<file path="config.mk">
export PLATFORM = sky130hd
export DESIGN_NAME = div_iter_unit_flat
export DESIGN_NICKNAME = d
export VERILOG_FILES = /design/src/rtl/div_iter_unit_if.sv /design/src/rtl/div_iter_unit.sv /design/src/flat_wrapper.sv
export SDC_FILE = /design/constraint.sdc
export NUM_CORES = 1
export LEC_CHECK = 0
export BUFFER_PORTS_ARGS = -buffer_cell sky130_fd_sc_hd__buf_2
export CAP_MARGIN = 20
export CORE_MARGIN = 1
export CORE_UTILIZATION = 55
export CTS_CLUSTER_DIAMETER = 100
export DETAILED_ROUTE_END_ITERATION = 8
export PLACE_DENSITY = 0.73
export REMOVE_ABC_BUFFERS = 1
export SLEW_MARGIN = 20
export SYNTH_ARGS = -nofsm -noshare
export SYNTH_HDL_FRONTEND = slang
export SYNTH_SLANG_ARGS = --single-unit
export TNS_END_PERCENT = 5
</file>
<file path="constraint.sdc">
create_clock -name clk -period 12.9 [get_ports clk]
set_input_delay 1.935 -clock clk [delete_from_list [all_inputs] [get_ports clk]]
set_output_delay 1.935 -clock clk [all_outputs]
set_load 0.01 [all_outputs]
</file>
<file path="src/rtl/div_iter_unit_if.sv">
// Operand/result handshake bundle for the iterative divider.
// The master side is the issuing pipeline stage; the slave side is the divider.
interface div_iter_unit_if #(
  parameter int WIDTH = 32,
  parameter int TAG_W = 5
);
  logic             in_valid;
  logic             in_ready;
  logic             in_signed;
  logic [WIDTH-1:0] in_dividend;
  logic [WIDTH-1:0] in_divisor;
  logic [TAG_W-1:0] in_tag;
  logic             cancel;
  logic             out_valid;
  logic             out_ready;
  logic [WIDTH-1:0] out_quotient;
  logic [WIDTH-1:0] out_remainder;
  logic [TAG_W-1:0] out_tag;
  logic             busy;

  modport master (
    output in_valid, in_signed, in_dividend, in_divisor, in_tag, cancel, out_ready,
    input  in_ready, out_valid, out_quotient, out_remainder, out_tag, busy
  );

  modport slave (
    input  in_valid, in_signed, in_dividend, in_divisor, in_tag, cancel, out_ready,
    output in_ready, out_valid, out_quotient, out_remainder, out_tag, busy
  );
endinterface

</file>
<file path="src/rtl/div_iter_unit.sv">
// Radix-2 restoring divider for DIV/DIVU: quotient goes to LO, remainder to HI.
// Works on magnitudes and applies the sign fix-up in a single FIX cycle.
module div_iter_unit #(
  parameter int WIDTH = 32,
  parameter int TAG_W = 5
) (
  input  logic               clk,
  input  logic               reset,
  div_iter_unit_if.slave     bus
);

  localparam int CNT_W = $clog2(WIDTH);

  typedef enum logic [1:0] {
    IDLE = 2'd0,
    CALC = 2'd1,
    FIX  = 2'd2,
    DONE = 2'd3
  } state_t;

  state_t           state_r;
  state_t           state_nxt_s;
  logic [CNT_W-1:0] cnt_r;
  logic [WIDTH-1:0] rem_r;
  logic [WIDTH-1:0] quo_r;
  logic [WIDTH-1:0] dvs_r;
  logic             q_neg_r;
  logic             r_neg_r;
  logic [TAG_W-1:0] tag_r;
  logic [WIDTH-1:0] out_quo_r;
  logic [WIDTH-1:0] out_rem_r;
  logic [TAG_W-1:0] out_tag_r;
  logic             out_valid_r;

  logic             in_ready_s;
  logic             accept_s;
  logic             div_zero_s;
  logic [WIDTH-1:0] dvd_mag_s;
  logic [WIDTH-1:0] dvs_mag_s;
  logic [WIDTH:0]   shift_s;
  logic [WIDTH:0]   diff_s;

  // Two's complement magnitude; the most negative value maps onto itself as unsigned.
  function automatic logic [WIDTH-1:0] mag(input logic [WIDTH-1:0] v, input logic sgn);
    logic [WIDTH-1:0] r;
    if (sgn && v[WIDTH-1]) begin
      r = {WIDTH{1'b0}} - v;
    end else begin
      r = v;
    end
    return r;
  endfunction

  // Handshake decode and one restoring trial subtraction.
  always_comb begin
    in_ready_s = ~reset & ~bus.cancel &
                 ((state_r == IDLE) | ((state_r == DONE) & bus.out_ready));
    accept_s   = bus.in_valid & in_ready_s;
    div_zero_s = (bus.in_divisor == {WIDTH{1'b0}});
    dvd_mag_s  = mag(bus.in_dividend, bus.in_signed);
    dvs_mag_s  = mag(bus.in_divisor, bus.in_signed);
    shift_s    = {rem_r, quo_r[WIDTH-1]};
    diff_s     = shift_s - {1'b0, dvs_r};
  end

  // State register.
  always_ff @(posedge clk or posedge reset) begin
    if (reset) begin
      state_r <= IDLE;
    end else begin
      state_r <= state_nxt_s;
    end
  end

  // Next-state logic; cancel overrides everything, including a pending result.
  always_comb begin
    state_nxt_s = state_r;
    if (bus.cancel) begin
      state_nxt_s = IDLE;
    end else begin
      case (state_r)
        IDLE: begin
          if (accept_s) begin
            state_nxt_s = div_zero_s ? FIX : CALC;
          end else begin
            state_nxt_s = IDLE;
          end
        end
        CALC: begin
          if (cnt_r == {CNT_W{1'b0}}) begin
            state_nxt_s = FIX;
          end else begin
            state_nxt_s = CALC;
          end
        end
        FIX: begin
          state_nxt_s = DONE;
        end
        DONE: begin
          if (accept_s) begin
            state_nxt_s = div_zero_s ? FIX : CALC;
          end else if (bus.out_ready) begin
            state_nxt_s = IDLE;
          end else begin
            state_nxt_s = DONE;
          end
        end
        default: begin
          state_nxt_s = IDLE;
        end
      endcase
    end
  end

  // Operand capture and the shift/subtract iteration.
  always_ff @(posedge clk or posedge reset) begin
    if (reset) begin
      cnt_r   <= {CNT_W{1'b0}};
      rem_r   <= {WIDTH{1'b0}};
      quo_r   <= {WIDTH{1'b0}};
      dvs_r   <= {WIDTH{1'b0}};
      q_neg_r <= 1'b0;
      r_neg_r <= 1'b0;
      tag_r   <= {TAG_W{1'b0}};
    end else if (accept_s) begin
      // Divide by zero preloads the architectural result and bypasses the fix-up.
      cnt_r   <= CNT_W'(WIDTH - 1);
      rem_r   <= div_zero_s ? bus.in_dividend : {WIDTH{1'b0}};
      quo_r   <= div_zero_s ? {WIDTH{1'b1}} : dvd_mag_s;
      dvs_r   <= dvs_mag_s;
      q_neg_r <= ~div_zero_s & bus.in_signed &
                 (bus.in_dividend[WIDTH-1] ^ bus.in_divisor[WIDTH-1]);
      r_neg_r <= ~div_zero_s & bus.in_signed & bus.in_dividend[WIDTH-1];
      tag_r   <= bus.in_tag;
    end else if (state_r == CALC) begin
      cnt_r <= cnt_r - {{(CNT_W-1){1'b0}}, 1'b1};
      if (!diff_s[WIDTH]) begin
        rem_r <= diff_s[WIDTH-1:0];
        quo_r <= {quo_r[WIDTH-2:0], 1'b1};
      end else begin
        rem_r <= shift_s[WIDTH-1:0];
        quo_r <= {quo_r[WIDTH-2:0], 1'b0};
      end
    end else begin
      cnt_r <= cnt_r;
    end
  end

  // Result registers; data holds across cancel, only the valid flag is dropped.
  always_ff @(posedge clk or posedge reset) begin
    if (reset) begin
      out_quo_r   <= {WIDTH{1'b0}};
      out_rem_r   <= {WIDTH{1'b0}};
      out_tag_r   <= {TAG_W{1'b0}};
      out_valid_r <= 1'b0;
    end else if (bus.cancel) begin
      out_valid_r <= 1'b0;
    end else if (state_r == FIX) begin
      out_quo_r   <= q_neg_r ? ({WIDTH{1'b0}} - quo_r) : quo_r;
      out_rem_r   <= r_neg_r ? ({WIDTH{1'b0}} - rem_r) : rem_r;
      out_tag_r   <= tag_r;
      out_valid_r <= 1'b1;
    end else if ((state_r == DONE) && bus.out_ready) begin
      out_valid_r <= 1'b0;
    end else begin
      out_valid_r <= out_valid_r;
    end
  end

  assign bus.in_ready      = in_ready_s;
  assign bus.out_valid     = out_valid_r;
  assign bus.out_quotient  = out_quo_r;
  assign bus.out_remainder = out_rem_r;
  assign bus.out_tag       = out_tag_r;
  assign bus.busy          = (state_r != IDLE);

endmodule
</file>
<file path="src/flat_wrapper.sv">
// flat-port wrapper written by rule: the top's interface ports become plain ports
module div_iter_unit_flat 
#(
  parameter int WIDTH = 32,
  parameter int TAG_W = 5
)
  (clk, reset, bus_in_valid, bus_in_signed, bus_in_dividend, bus_in_divisor, bus_in_tag, bus_cancel, bus_out_ready, bus_in_ready, bus_out_valid, bus_out_quotient, bus_out_remainder, bus_out_tag, bus_busy);
  div_iter_unit_if #(.WIDTH(WIDTH), .TAG_W(TAG_W)) bus_i ();
  input  logic clk;
  input  logic reset;
  input wire logic [$bits(bus_i.in_valid)-1:0] bus_in_valid;
  input wire logic [$bits(bus_i.in_signed)-1:0] bus_in_signed;
  input wire logic [$bits(bus_i.in_dividend)-1:0] bus_in_dividend;
  input wire logic [$bits(bus_i.in_divisor)-1:0] bus_in_divisor;
  input wire logic [$bits(bus_i.in_tag)-1:0] bus_in_tag;
  input wire logic [$bits(bus_i.cancel)-1:0] bus_cancel;
  input wire logic [$bits(bus_i.out_ready)-1:0] bus_out_ready;
  output wire logic [$bits(bus_i.in_ready)-1:0] bus_in_ready;
  output wire logic [$bits(bus_i.out_valid)-1:0] bus_out_valid;
  output wire logic [$bits(bus_i.out_quotient)-1:0] bus_out_quotient;
  output wire logic [$bits(bus_i.out_remainder)-1:0] bus_out_remainder;
  output wire logic [$bits(bus_i.out_tag)-1:0] bus_out_tag;
  output wire logic [$bits(bus_i.busy)-1:0] bus_busy;
  assign bus_i.in_valid = bus_in_valid;
  assign bus_i.in_signed = bus_in_signed;
  assign bus_i.in_dividend = bus_in_dividend;
  assign bus_i.in_divisor = bus_in_divisor;
  assign bus_i.in_tag = bus_in_tag;
  assign bus_i.cancel = bus_cancel;
  assign bus_i.out_ready = bus_out_ready;
  assign bus_in_ready = bus_i.in_ready;
  assign bus_out_valid = bus_i.out_valid;
  assign bus_out_quotient = bus_i.out_quotient;
  assign bus_out_remainder = bus_i.out_remainder;
  assign bus_out_tag = bus_i.out_tag;
  assign bus_busy = bus_i.busy;
  div_iter_unit #(.WIDTH(WIDTH), .TAG_W(TAG_W)) u_core (.clk(clk), .reset(reset), .bus(bus_i));
endmodule
</file>
After elaboration in Yosys (flattened, before gate mapping)
Cells that the tools add are included.
{"block": "word_totals", "register_bits": 180, "input_bits": 75, "out_inout_bits": 72, "wordCells": 67}
{"block": "classes", "add_sub_neg": 6, "n_eq_ne": 3, "muxes": 24, "bitwise": 12, "n_reduce_logical": 10}
{"cell": "32-bit two-way mux", "n": 11}
{"cell": "1-bit by 32-bit subtractor with 32-bit output (first input constant)", "n": 4}
{"cell": "33-bit by 32-bit subtractor with 33-bit output", "n": 1}
{"cell": "32-bit zero test", "n": 1}
{"cell": "2-bit two-way mux", "n": 6}
{"cell": "5-bit two-way mux", "n": 2}
{"cell": "2-bit one-hot mux with 4 select lines", "n": 1}
{"cell": "1-bit AND", "n": 7}
{"cell": "5-bit zero test", "n": 1}
{"cell": "5-bit by 1-bit subtractor with 5-bit output (second input constant)", "n": 1}
{"cell": "2-bit == test (second input constant)", "n": 2}
{"cell": "1-bit two-way mux", "n": 4}
{"cell": "2-bit nonzero test", "n": 2}
{"cell": "1-bit logical AND", "n": 3}
{"cell": "1-bit inverter", "n": 3}
{"cell": "3-bit nonzero test", "n": 1}
{"cell": "2-bit by 1-bit == test with 1-bit output (second input constant)", "n": 1}
{"cell": "2-bit zero test", "n": 1}
{"cell": "2-bit AND reduction", "n": 1}
{"cell": "1-bit bitwise OR", "n": 1}
{"cell": "1-bit bitwise XOR", "n": 1}

Depth between registers and ports, before layout
Gate-level depths: netlist of the first run.
{"block": "depth", "depth_word": 8, "ltp_mapped": 13, "ltp_nobuf": 12}

Worst setup path before layout of the first run
OpenSTA, ideal clock, no wires.
{"block": "synth_timing", "kind": "input to output", "from": "in bus_out_ready", "to": "out bus_in_ready", "arrival_time_ns": 2.474, "t_required_ns": 10.965, "path_slack_ns": 8.491, "path_stages": 3, "n_path_buf": 0, "cell_sequence": "and3_1 -> nor2_1 -> nor3_1"}
{"block": "synth_via", "elab_chain_cells": 3}
{"item": "start, declared", "line_no": "flat_wrapper.sv:17", "source": "input wire logic [$bits(bus_i.out_ready)-1:0] bus_out_ready;"}
{"item": "1-bit AND", "line_no": "div_iter_unit.sv:57", "source": "((state_r == IDLE) | ((state_r == DONE) & bus.out_ready));"}
{"item": "1-bit bitwise OR", "line_no": "div_iter_unit.sv:57"}
{"item": "1-bit AND", "line_no": "div_iter_unit.sv:56", "source": "in_ready_s = ~reset & ~bus.cancel &"}
{"item": "end, declared", "line_no": "flat_wrapper.sv:18", "source": "output wire logic [$bits(bus_i.in_ready)-1:0] bus_in_ready;"}
Every way passes these cells.

Final worst setup path of the first run
Ends and elaborated chain as after synthesis.

==> impl_metrics.csv, run 1 <==
group,metric,value,unit
run_status,status,"completed",
setup_path,critPathSlowestCell,"nor3_1",
power,ir_worst_vdd,0.131,mV
route,viasPerCell,5.71,
clock_tree,clk_path_buf_depth,2,
timing,min_period_over_period,36.9,%
yosys,ys_seq_area_share,38.5,%
setup_path,cpMostUsedCell,"buf_2",
setup_path,path_max_fanout,3,
setup_path,crit_path_cell_trace,"buf_2, and3_1, nor2_1, nor3_1, buf_2",
timing,drv_slew,0,
route,wl,29300,um
clock_tree,ctsResizeCount,0,
timing,max_freq,210,MHz
clock_tree,cts_made_buffers,17,
job,max_cap_viol_count,0,
clock_tree,cts_setup_buffers,0,
floorplan,fp.dieH,148,um
timing,hold_viol,0,
yosys,syn_area,0.0117,sq mm
setup_path,crit_arrival,2820,ps
power,power_switching,1.42,mW
cells_and_area,drive_above_1_share,14.9,%
setup_path,cpPeakStageDelay,360,ps
power,switching_share,43.8,%
floorplan,die_w,148,um
global_routing,grt_util_all_layers,27.6,%
yosys,async_flop_share,100,%
route,route.vias.total,10200,
global_routing,grt-ovfl-total,0,
floorplan,dieArea,0.0219,sq mm
power,power_leakage,6.06,nW
timing,rsz0062_at_grt,"no",
yosys,synthFlopType,"dfrtp_1",
timing,timing.setup.tns,0,ps
place,dpl.hpwl,21500,um
place,dp.cells,1743,
timing,timing.max_slew.rel_slack,31.5,%
clock_tree,cts_sinks,180,
yosys,syn_inst,1381,
cells_and_area,final_area,0.0132,sq mm
global_routing,grt_max_degree,108,
power,p_comb_share,50.9,%
clock_tree,htreeDepth,4,
route,drc,0,
timing,fin_hold_ws,472,ps
route,drt_first_pass_iters,7,
timing,fin_worst_skew,10.6,ps
yosys,yosysTopAreaCell,"dfrtp_1",
route,antenna_left,0,
cells_and_area,stdcell_count,1782,
floorplan,io_pins,147,
floorplan,num_rows,53,
setup_path,startpoint_type,"input port",
worst_hold_path,hp-class,"reg2reg",
clock_tree,hold_buffers,0,
place,portBuffers,146,
timing,setup_violations,0,
floorplan,start_util,55.9,%
setup_path,crit_required,10970,ps
timing,tightestPinTransition,1020,ps
global_routing,first_global_vias,9619,
cells_and_area,finish.utilization,63.1,%
yosys,ys_seq_elements,180,
power,p_seq_share,32.8,%
clock_tree,cts_tree,"yes",
timing,fin_crit,4760,ps
global_routing,grt_antenna_before_repair,4,
power,intPower,1.82,mW
route,routedWlPerCell,16.5,um
cells_and_area,syn_to_final_growth,12.9,%
floorplan,design.core.area,0.0210,sq mm
place,dpl_cell_area,0.0126,sq mm
yosys,avgSynthCellArea,8.48,sq um
clock_tree,path_clk_slew,60,ps
yosys,synth_edf_count,0,
power,cellPowerDensity,245,mW/mm^2
yosys,yosys_warnings,0,
cells_and_area,fin_nets,1601,
global_routing,grt_pass1_wl,48200,um
setup_path,endpoint_kind,"output port",
place,place.gp.congestion,0.887,
clock_tree,root_buffer,"clkbuf_16",
clock_tree,clkLatencyLatePin,430,ps
power,power_frac_clock,16.3,%
yosys,yosysTopAreaCellShare,38.5,%
setup_path,regToRegSetupSlack,8740,ps
yosys,ys_top_cells_by_area,"dfrtp_1 (38%), nand2_1 (7.5%), xor2_1 (7.4%)",
setup_path,criticalPathCategory,"in2out",
yosys,yosys.cell_types.count,67,
route,drt_iter0_drc,692,
state kept, by name, summed over array words and instances (netlist names), 2 cells and up:
signal,count
u_core.bus.out_quotient,32
u_core.bus.out_remainder,32
u_core.bus.out_tag,5
u_core.cnt_r,5
u_core.dvs_r,32
u_core.quo_r,32
u_core.rem_r,32
u_core.state_r,2
u_core.tag_r,5
cell usage in the layout (no fill, tap or decap), drive strengths merged, types with 3 or more instances in the layout:
master,instances
a211oi,11
a21o,16
a21oi,72
a221o,3
a22oi,23
a31oi,26
a32oi,4
and2,10
and3,9
buf,156
clkbuf,19
clkinv,7
dfrtp,180
diode,7
ha,38
inv,55
mux2,5
mux2i,28
nand2,234
nand2b,15
nand3,15
nand4,6
nor2,64
nor2b,11
nor3,49
nor4,12
o211ai,8
o21a,4
o21ai,172
o31ai,35
o41ai,13
or2,6
or3,12
or4,8
xnor2,51
xor2,99
per-stage QoR:
step | total power, mW | setup slack [ps]
after floorplan | 2.23 | 6080
after global placement | 2.65 | 7900
after detailed placement | 2.69 | 7770
after CTS | 3.23 | 8130
after global routing | 3.50 | 8020
final | 3.23 | 8140
power by group through the flow:
stage	combinational [mW]	clock [mW]	sequential (mW)
finish	1.65	0.528	1.06
CTS	1.64	0.536	1.06
global placement	1.60	0	1.05
floorplan	1.18	0	1.05
detailed placement	1.63	0	1.06
global route	1.85	0.559	1.10
layer usage:
layer / part of all wire [%] / global-route usage, %
met4: 2.4 / 10.2
met1: 48 / 38.9
met5: 0 / 0
met2: 45 / 44.1
met3: 4.3 / 2.81
final timing paths:
kind | startpoint | to | cells past startpoint
max | bus_out_ready | bus_in_ready | 5
min | u_core.bus.out_quotient[14]$_DFFE_PP0P_ | u_core.bus.out_quotient[14]$_DFFE_PP0P_ | 2
max reg2reg | u_core.quo_r[31]$_DFFE_PP0P_ | u_core.rem_r[29]$_DFFE_PP0P_ | 12
min reg2reg | u_core.bus.out_quotient[14]$_DFFE_PP0P_ | u_core.bus.out_quotient[14]$_DFFE_PP0P_ | 2
max in group asynchronous | reset | u_core.rem_r[12]$_DFFE_PP0P_ | 3
min in group asynchronous | reset | u_core.bus.out_remainder[27]$_DFFE_PP0P_ | 2
cells in the mapped netlist (all sizes together), types with 13 or more instances:
master  instances
ha             38
o21ai         172
dfrtp         180
o31ai          35
nand2b         15
inv            52
a22oi          23
mux2i          28
nor2           64
a31oi          26
xor2           99
nor3           49
a21o           16
a21oi          72
xnor2          51
nand3          15
clkbuf         53
o41ai          13
nand2         234
buf            16
critical path, delay by kind of cell:
family,cells,cell delay [ps]
simple gates,3,590
buf+inv,2,300
cell families after synthesis:
family	count (synthesis)	share of synthesized area, %
XOR/XNOR	150	11.4
AND/OR/NAND/NOR	455	18.0
flip-flops	180	38.5
AO/OA/AOI/OAI	403	20.9
adder cells (fa/ha/maj)	39	4.23
buffers and inverters	121	4.13
multiplexers	33	2.87
final cells by class:
type	instances	area, sq um
Antenna cell	7	17.5
Clock buffer	19	453
Clock inverter	13	148
Fill cell	1871	7740
Inverter	52	200
Multi-Input combinational cell	1080	6740
Sequential cell	180	4500
Tap cell	275	344
Timing Repair Buffer	156	806
(Power assumes the default switching activity.)
==> run 2: changes to the inputs <==
--- a/config.mk
+++ b/config.mk
@@ -8,10 +8,10 @@
 export BUFFER_PORTS_ARGS = -buffer_cell sky130_fd_sc_hd__buf_2
 export CAP_MARGIN = 20
 export CORE_MARGIN = 1
-export CORE_UTILIZATION = 55
+export CORE_UTILIZATION = 54
 export CTS_CLUSTER_DIAMETER = 100
 export DETAILED_ROUTE_END_ITERATION = 8
-export PLACE_DENSITY = 0.73
+export PLACE_DENSITY = 0.75
 export REMOVE_ABC_BUFFERS = 1
 export SLEW_MARGIN = 20
 export SYNTH_ARGS = -nofsm -noshare
==> constraint.sdc (replaced) <==
create_clock -name clk -period 3.9 [get_ports clk]
set_input_delay 0.585 -clock clk [delete_from_list [all_inputs] [get_ports clk]]
set_output_delay 0.585 -clock clk [all_outputs]
set_load 0.01 [all_outputs]
==> run 2 against run 1 <==
Clock power rose to 3.3 times the previous value. Critical path depth grew 9. Combinational power grew to 3.5 times the previous value. Worst setup slack lost 7700 ps. Wire length up 2.9%.
==> impl_metrics.csv, run 2 (synthesis gave the netlist of run 1 again) <==
group,metric,value,unit
timing,min_period_over_period,89.6,%
cells_and_area,finish.utilization,62.9,%
worst_hold_path,hp-class,"in2async",
setup_path,endpoint_kind,"register",
global_routing,grt-ovfl-total,0,
power,cellPowerDensity,827,mW/mm^2
floorplan,num_rows,53,
floorplan,design.core.area,0.0212,sq mm
place,place_ws,280,ps
clock_tree,ctsResizeCount,0,
floorplan,io_pins,147,
cells_and_area,final_area,0.0133,sq mm
global_routing,first_global_vias,9700,
place,dpl.hpwl,22400,um
timing,drv_slew,0,
timing,worst_slack,404,ps
timing,max_freq,286,MHz
clock_tree,cts_tree,"yes",
setup_path,path_max_fanout,11,
cells_and_area,syn_to_final_growth,13.6,%
clock_tree,cts_sinks,180,
job,max_cap_viol_count,0,
timing,hold_viol,0,
route,wl,30200,um
route,drc,0,
clock_tree,root_buffer,"clkbuf_16",
place,place.gp.congestion,0.895,
cells_and_area,layout_common_cells,"nand2_1 (233), dfrtp_1 (180), o21ai_0 (170), buf_2 (146), xor2_1 (99)",
route,drt_iter0_drc,582,
global_routing,grt_max_degree,107,
timing,rsz0062_at_grt,"no",
run_status,status,"completed",
cells_and_area,fillers,1909,
clock_tree,clkLatencyLatePin,430,ps
setup_path,crit_required,4180,ps
global_routing,grt_util_all_layers,27.7,%
route,routedWlPerCell,16.9,um
timing,fin_hold_ws,325,ps
cells_and_area,final_common_cell,"nand2_1",
timing,tightestPinTransition,940,ps
place,dpl_cell_area,0.0127,sq mm
route,antenna_left,0,
global_routing,grt_antenna_before_repair,5,
setup_path,crit_arrival,3780,ps
floorplan,dieArea,0.0223,sq mm
place,dp.cells,1751,
floorplan,fp.dieH,149,um
timing,timing.max_slew.rel_slack,37.3,%
power,power_leakage,6.10,nW
clock_tree,path_clk_slew,70,ps
route,viasPerCell,5.80,
floorplan,die_w,149,um
clock_tree,htreeDepth,4,
route,route.vias.total,10400,
timing,fin_crit,3500,ps
timing,setup_violations,0,
timing,fin_worst_skew,8.69,ps
place,portBuffers,146,
global_routing,grt_pass1_wl,48800,um
setup_path,startpoint_type,"register",
route,drt_first_pass_iters,5,
cells_and_area,stdcell_count,1789,
clock_tree,clk_path_buf_depth,2,
setup_path,criticalPathCategory,"reg2reg",
power,ir_worst_vdd,0.366,mV
floorplan,start_util,55.3,%
cells_and_area,fin_nets,1613,
clock_tree,cts_made_buffers,17,
cells_and_area,drive_above_1_share,15.5,%
==> run 2: changes by cell type in the layout (fill, tap and decap cells not counted) <==
cell        previous run  this run
buf_4                 10        20
clkinv_4               5         1
clkinvlp_4             1         5
diode_2                7         4
buf_12                 0         2
clkinv_2               2         1
inv_6                  4         3
==> run 2: routing by layer <==
metal,up-vias,GRT usage [%],routed length (um)
met1,4883,37.6,13700
li1,5106,-,-
met4,0,8.67,648
met3,44,4.07,1660
met2,335,45.6,14200
met5,-,0,0
==> run 2: power by group <==
part           internal, mW  total [mW]  switching, mW
combinational          2.56        5.75           3.19
clock                 0.975        1.72          0.749
sequential             2.66        3.52          0.861
total                  6.19        11.0           4.80
==> run 2: layout make-up <==
cell class	instances	area (sq um)	area share, %
tap	275	344	2.59
clock buffer	19	453	3.41
inverter	52	200	1.51
multi-input combinational	1080	6740	50.7
clock inverter	11	129	0.969
timing repair buffer	168	921	6.92
sequential	180	4500	33.9
antenna	4	10.0	0.0753
==> run 2: path summary, 6_finish.rpt <==
| kind | start | end | slack (ps) | depth (start not counted) |
|---|---|---|---|---|
| min in group clk | bus_in_tag[0] | u_core.tag_r[0]$_DFFE_PP0N_ | 340 | 3 |
| max in group asynchronous | reset | u_core.bus.out_quotient[7]$_DFFE_PP0P_ | 2750 | 3 |
| setup reg to reg | u_core.quo_r[31]$_DFFE_PP0P_ | u_core.rem_r[17]$_DFFE_PP0P_ | 400 | 14 |
| hold reg to reg | u_core.bus.out_quotient[27]$_DFFE_PP0P_ | u_core.bus.out_quotient[27]$_DFFE_PP0P_ | 470 | 2 |
| hold / removal | reset | u_core.state_r[1]$_DFF_PP0_ | 320 | 2 |
| setup / recovery | u_core.quo_r[31]$_DFFE_PP0P_ | u_core.rem_r[17]$_DFFE_PP0P_ | 400 | 14 |
==> run 2: repair_timing <==
item                                    CTS  global route
buffers inserted                          0             4
endpoints found under the hold margin     0             0
endpoints found under the setup margin    0             1
hold buffers                              0             0
==> run 2: per-stage QoR <==
step / power [mW] / setup TNS (ps)
floorplan: 7.39 / -285660
global placement: 8.88 / 0
detailed placement: 9.03 / 0
CTS: 10.8 / 0
global route: 11.9 / 0
finish: 11.0 / 0
==> run 2: critical path, cell delays in order (launching register included) <==
cell and delay (ps):
dfrtp_1 370, inv_1 90, ha_1 210, fa_1 380, nand2b_1 200, a21oi_1 260, o211ai_1 220, a311o_1 380
o211a_2 320, xnor2_4 260, buf_12 170, buf_4 150, nand3_1 80, o31ai_1 90, o21ai_0 170
==> run 3: changes to the inputs <==
==> constraint.sdc (replaced) <==
create_clock -name clk -period 3.9 [get_ports clk]
set_input_delay 0.78 -clock clk [delete_from_list [all_inputs] [get_ports clk]]
set_output_delay 0.78 -clock clk [all_outputs]
set_load 0.01 [all_outputs]
==> run 3 against run 2 <==
Die area did not move. Global-route usage grew 0.25 points. Register-to-register slack lost 90 ps. Sequential share of layout area is 0.12 points higher. Clock-buffer cell count stayed put. Total power is 2.6% lower. Critical endpoint is now u_core.rem_r[23]$_DFFE_PP0P_. Wire length fell by 0.79%. Final area fell by 0.35%. First-iteration DRC count up 29%. Clock skew down 0.57 ps. Sequential power is essentially flat.
==> impl_metrics.csv, run 3 (synthesis gave the netlist of run 1 again) <==
group,metric,value,unit
route,viasPerCell,5.77,
route,wl,30000,um
timing,drv_slew,0,
clock_tree,cts_setup_buffers,0,
route,drt_first_pass_iters,5,
power,cellPowerDensity,807,mW/mm^2
timing,timing.max_slew.rel_slack,35.3,%
floorplan,dieArea,0.0223,sq mm
timing,setup_violations,0,
floorplan,die_w,149,um
setup_path,cpPeakStageDelay,390,ps
setup_path,reg2reg_depth,13,
setup_path,crit_path_cell_trace,"inv_1, ha_1, fa_1, nand2b_1, a21oi_1, o211ai_1, a311o_1, o211a_2, xnor2_4, buf_4, nor3_1, a211oi_1, o21a_1",
power,p_total,10.7,mW
setup_path,cp-endpoint,"u_core.rem_r[23]$_DFFE_PP0P_",
clock_tree,clkLatencyLatePin,430,ps
timing,max_freq,279,MHz
cells_and_area,final_common_cell,"nand2_1",
cells_and_area,syn_to_final_growth,13.2,%
clock_tree,hold_buffers,0,
place,portBuffers,146,
floorplan,num_rows,53,
place,place.gp.congestion,0.899,
cells_and_area,finish.utilization,62.7,%
cells_and_area,fin_nets,1611,
clock_tree,cts_sinks,180,
setup_path,startpoint_type,"register",
global_routing,grt_antenna_before_repair,5,
clock_tree,ctsResizeCount,0,
setup_path,crit_required,4270,ps
route,routedWlPerCell,16.8,um
clock_tree,path_clk_slew,60,ps
route,drc,0,
cells_and_area,layout_common_cells,"nand2_1 (233), dfrtp_1 (180), o21ai_0 (170), buf_2 (146), xor2_1 (99)",
power,ir_worst_vdd,0.345,mV
route,drt_iter0_drc,751,
timing,tightestPinTransition,970,ps
place,place_ws,387,ps
setup_path,critPathSlowestCell,"a311o_1",
run_status,status,"completed",
timing,rsz0062_at_grt,"no",
clock_tree,cts_made_buffers,17,
setup_path,crit_family,"compound AO/OA/AOI/OAI gates",
global_routing,first_global_vias,9633,
clock_tree,htreeDepth,4,
floorplan,design.core.area,0.0212,sq mm
route,antenna_left,0,
timing,fin_crit,3590,ps
clock_tree,clk_path_buf_depth,2,
clock_tree,cts_tree,"yes",
setup_path,critPathBufInv,2,
timing,hold_viol,0,
setup_path,path_max_fanout,14,
timing,min_period_over_period,91.9,%
setup_path,crit_arrival,3960,ps
route,route.vias.total,10300,
place,dpl.hpwl,22400,um
power,power_leakage,6.07,nW
global_routing,grt-ovfl-total,0,
global_routing,grt_pass1_wl,49100,um
floorplan,start_util,55.3,%
setup_path,criticalPathCategory,"reg2reg",
setup_path,critical_path_depth,13,
setup_path,regToRegSetupSlack,310,ps
timing,fin_hold_ws,472,ps
setup_path,reg2reg_to,"u_core.rem_r[23]$_DFFE_PP0P_",
global_routing,grt_util_all_layers,28.0,%
setup_path,r2r_start,"u_core.quo_r[31]$_DFFE_PP0P_",
timing,fin_worst_skew,8.12,ps
timing,timing.setup.tns,0,ps
floorplan,io_pins,147,
setup_path,crit_start,"u_core.quo_r[31]$_DFFE_PP0P_",
cells_and_area,drive_above_1_share,15.4,%
global_routing,grt_max_degree,98,
timing,worst_slack,314,ps
worst_hold_path,hp-class,"reg2reg",
job,max_cap_viol_count,0,
setup_path,endpoint_kind,"register",
floorplan,fp.dieH,149,um
clock_tree,root_buffer,"clkbuf_16",
## run 3: cell count changes in the layout (fill, tap and decap cells not counted)
| cell | before | now |
|---|---|---|
| buf_4 | 20 | 17 |
| clkinvlp_4 | 5 | 8 |
| diode_2 | 4 | 5 |
| bufinv_16 | 2 | 0 |
| buf_12 | 2 | 3 |
| inv_6 | 3 | 2 |
## run 3: final cells by class
class                   instances  area, sq um
inverters                      52          200
diodes                          5         12.5
clock buffers                  19          453
clock inverters                11         82.6
fillers                      1867         7900
flip-flops and latches        180         4500
well taps                     275          344
multi-input cells            1080         6740
repair buffers                166          918
## run 3: worst min path at each step
stage	start	cells after the start	slack [ps]	endpoint
finish	u_core.bus.out_remainder[18]$_DFFE_PP0P_	2	470	u_core.bus.out_remainder[18]$_DFFE_PP0P_
global route	u_core.tag_r[4]$_DFFE_PP0N_	2	490	u_core.tag_r[4]$_DFFE_PP0N_
CTS	u_core.tag_r[4]$_DFFE_PP0N_	2	480	u_core.tag_r[4]$_DFFE_PP0N_
detailed placement	u_core.tag_r[4]$_DFFE_PP0N_	2	460	u_core.tag_r[4]$_DFFE_PP0N_
global placement	u_core.bus.out_quotient[12]$_DFFE_PP0P_	2	460	u_core.bus.out_quotient[12]$_DFFE_PP0P_
floorplan	u_core.tag_r[0]$_DFFE_PP0N_	2	440	u_core.tag_r[0]$_DFFE_PP0N_
## run 3: tightest hold or removal path: stages, from the launching register on
cell and delay [ps]:
dfrtp_1 340, nand2_1 40, o21ai_0 60
## run 3: layer usage
metal	vias to the layer above	part of all wire [%]	track usage, %	wire (um)
li1	5112	-	-	-
met1	4822	46	38.8	13700
met2	319	46	43.7	13700
met3	57	5.2	3.79	1560
met4	0	3.4	12.0	1010
met5	-	0	0	0
## run 3: stage by stage
stage / cells / instance area, sq um
floorplan: 1312 / 11400
global placement: 1753 / 12700
detailed placement: 1753 / 12700
CTS: 1783 / 13200
global route: 1788 / 13300
finish: 1788 / 13300
## run 3: report_power, final
part	leakage (nW)	switching [mW]	internal (mW)
clock	0.238	0.741	0.842
combinational	3.62	3.14	2.46
sequential	2.21	0.863	2.66
total	6.07	4.75	5.96
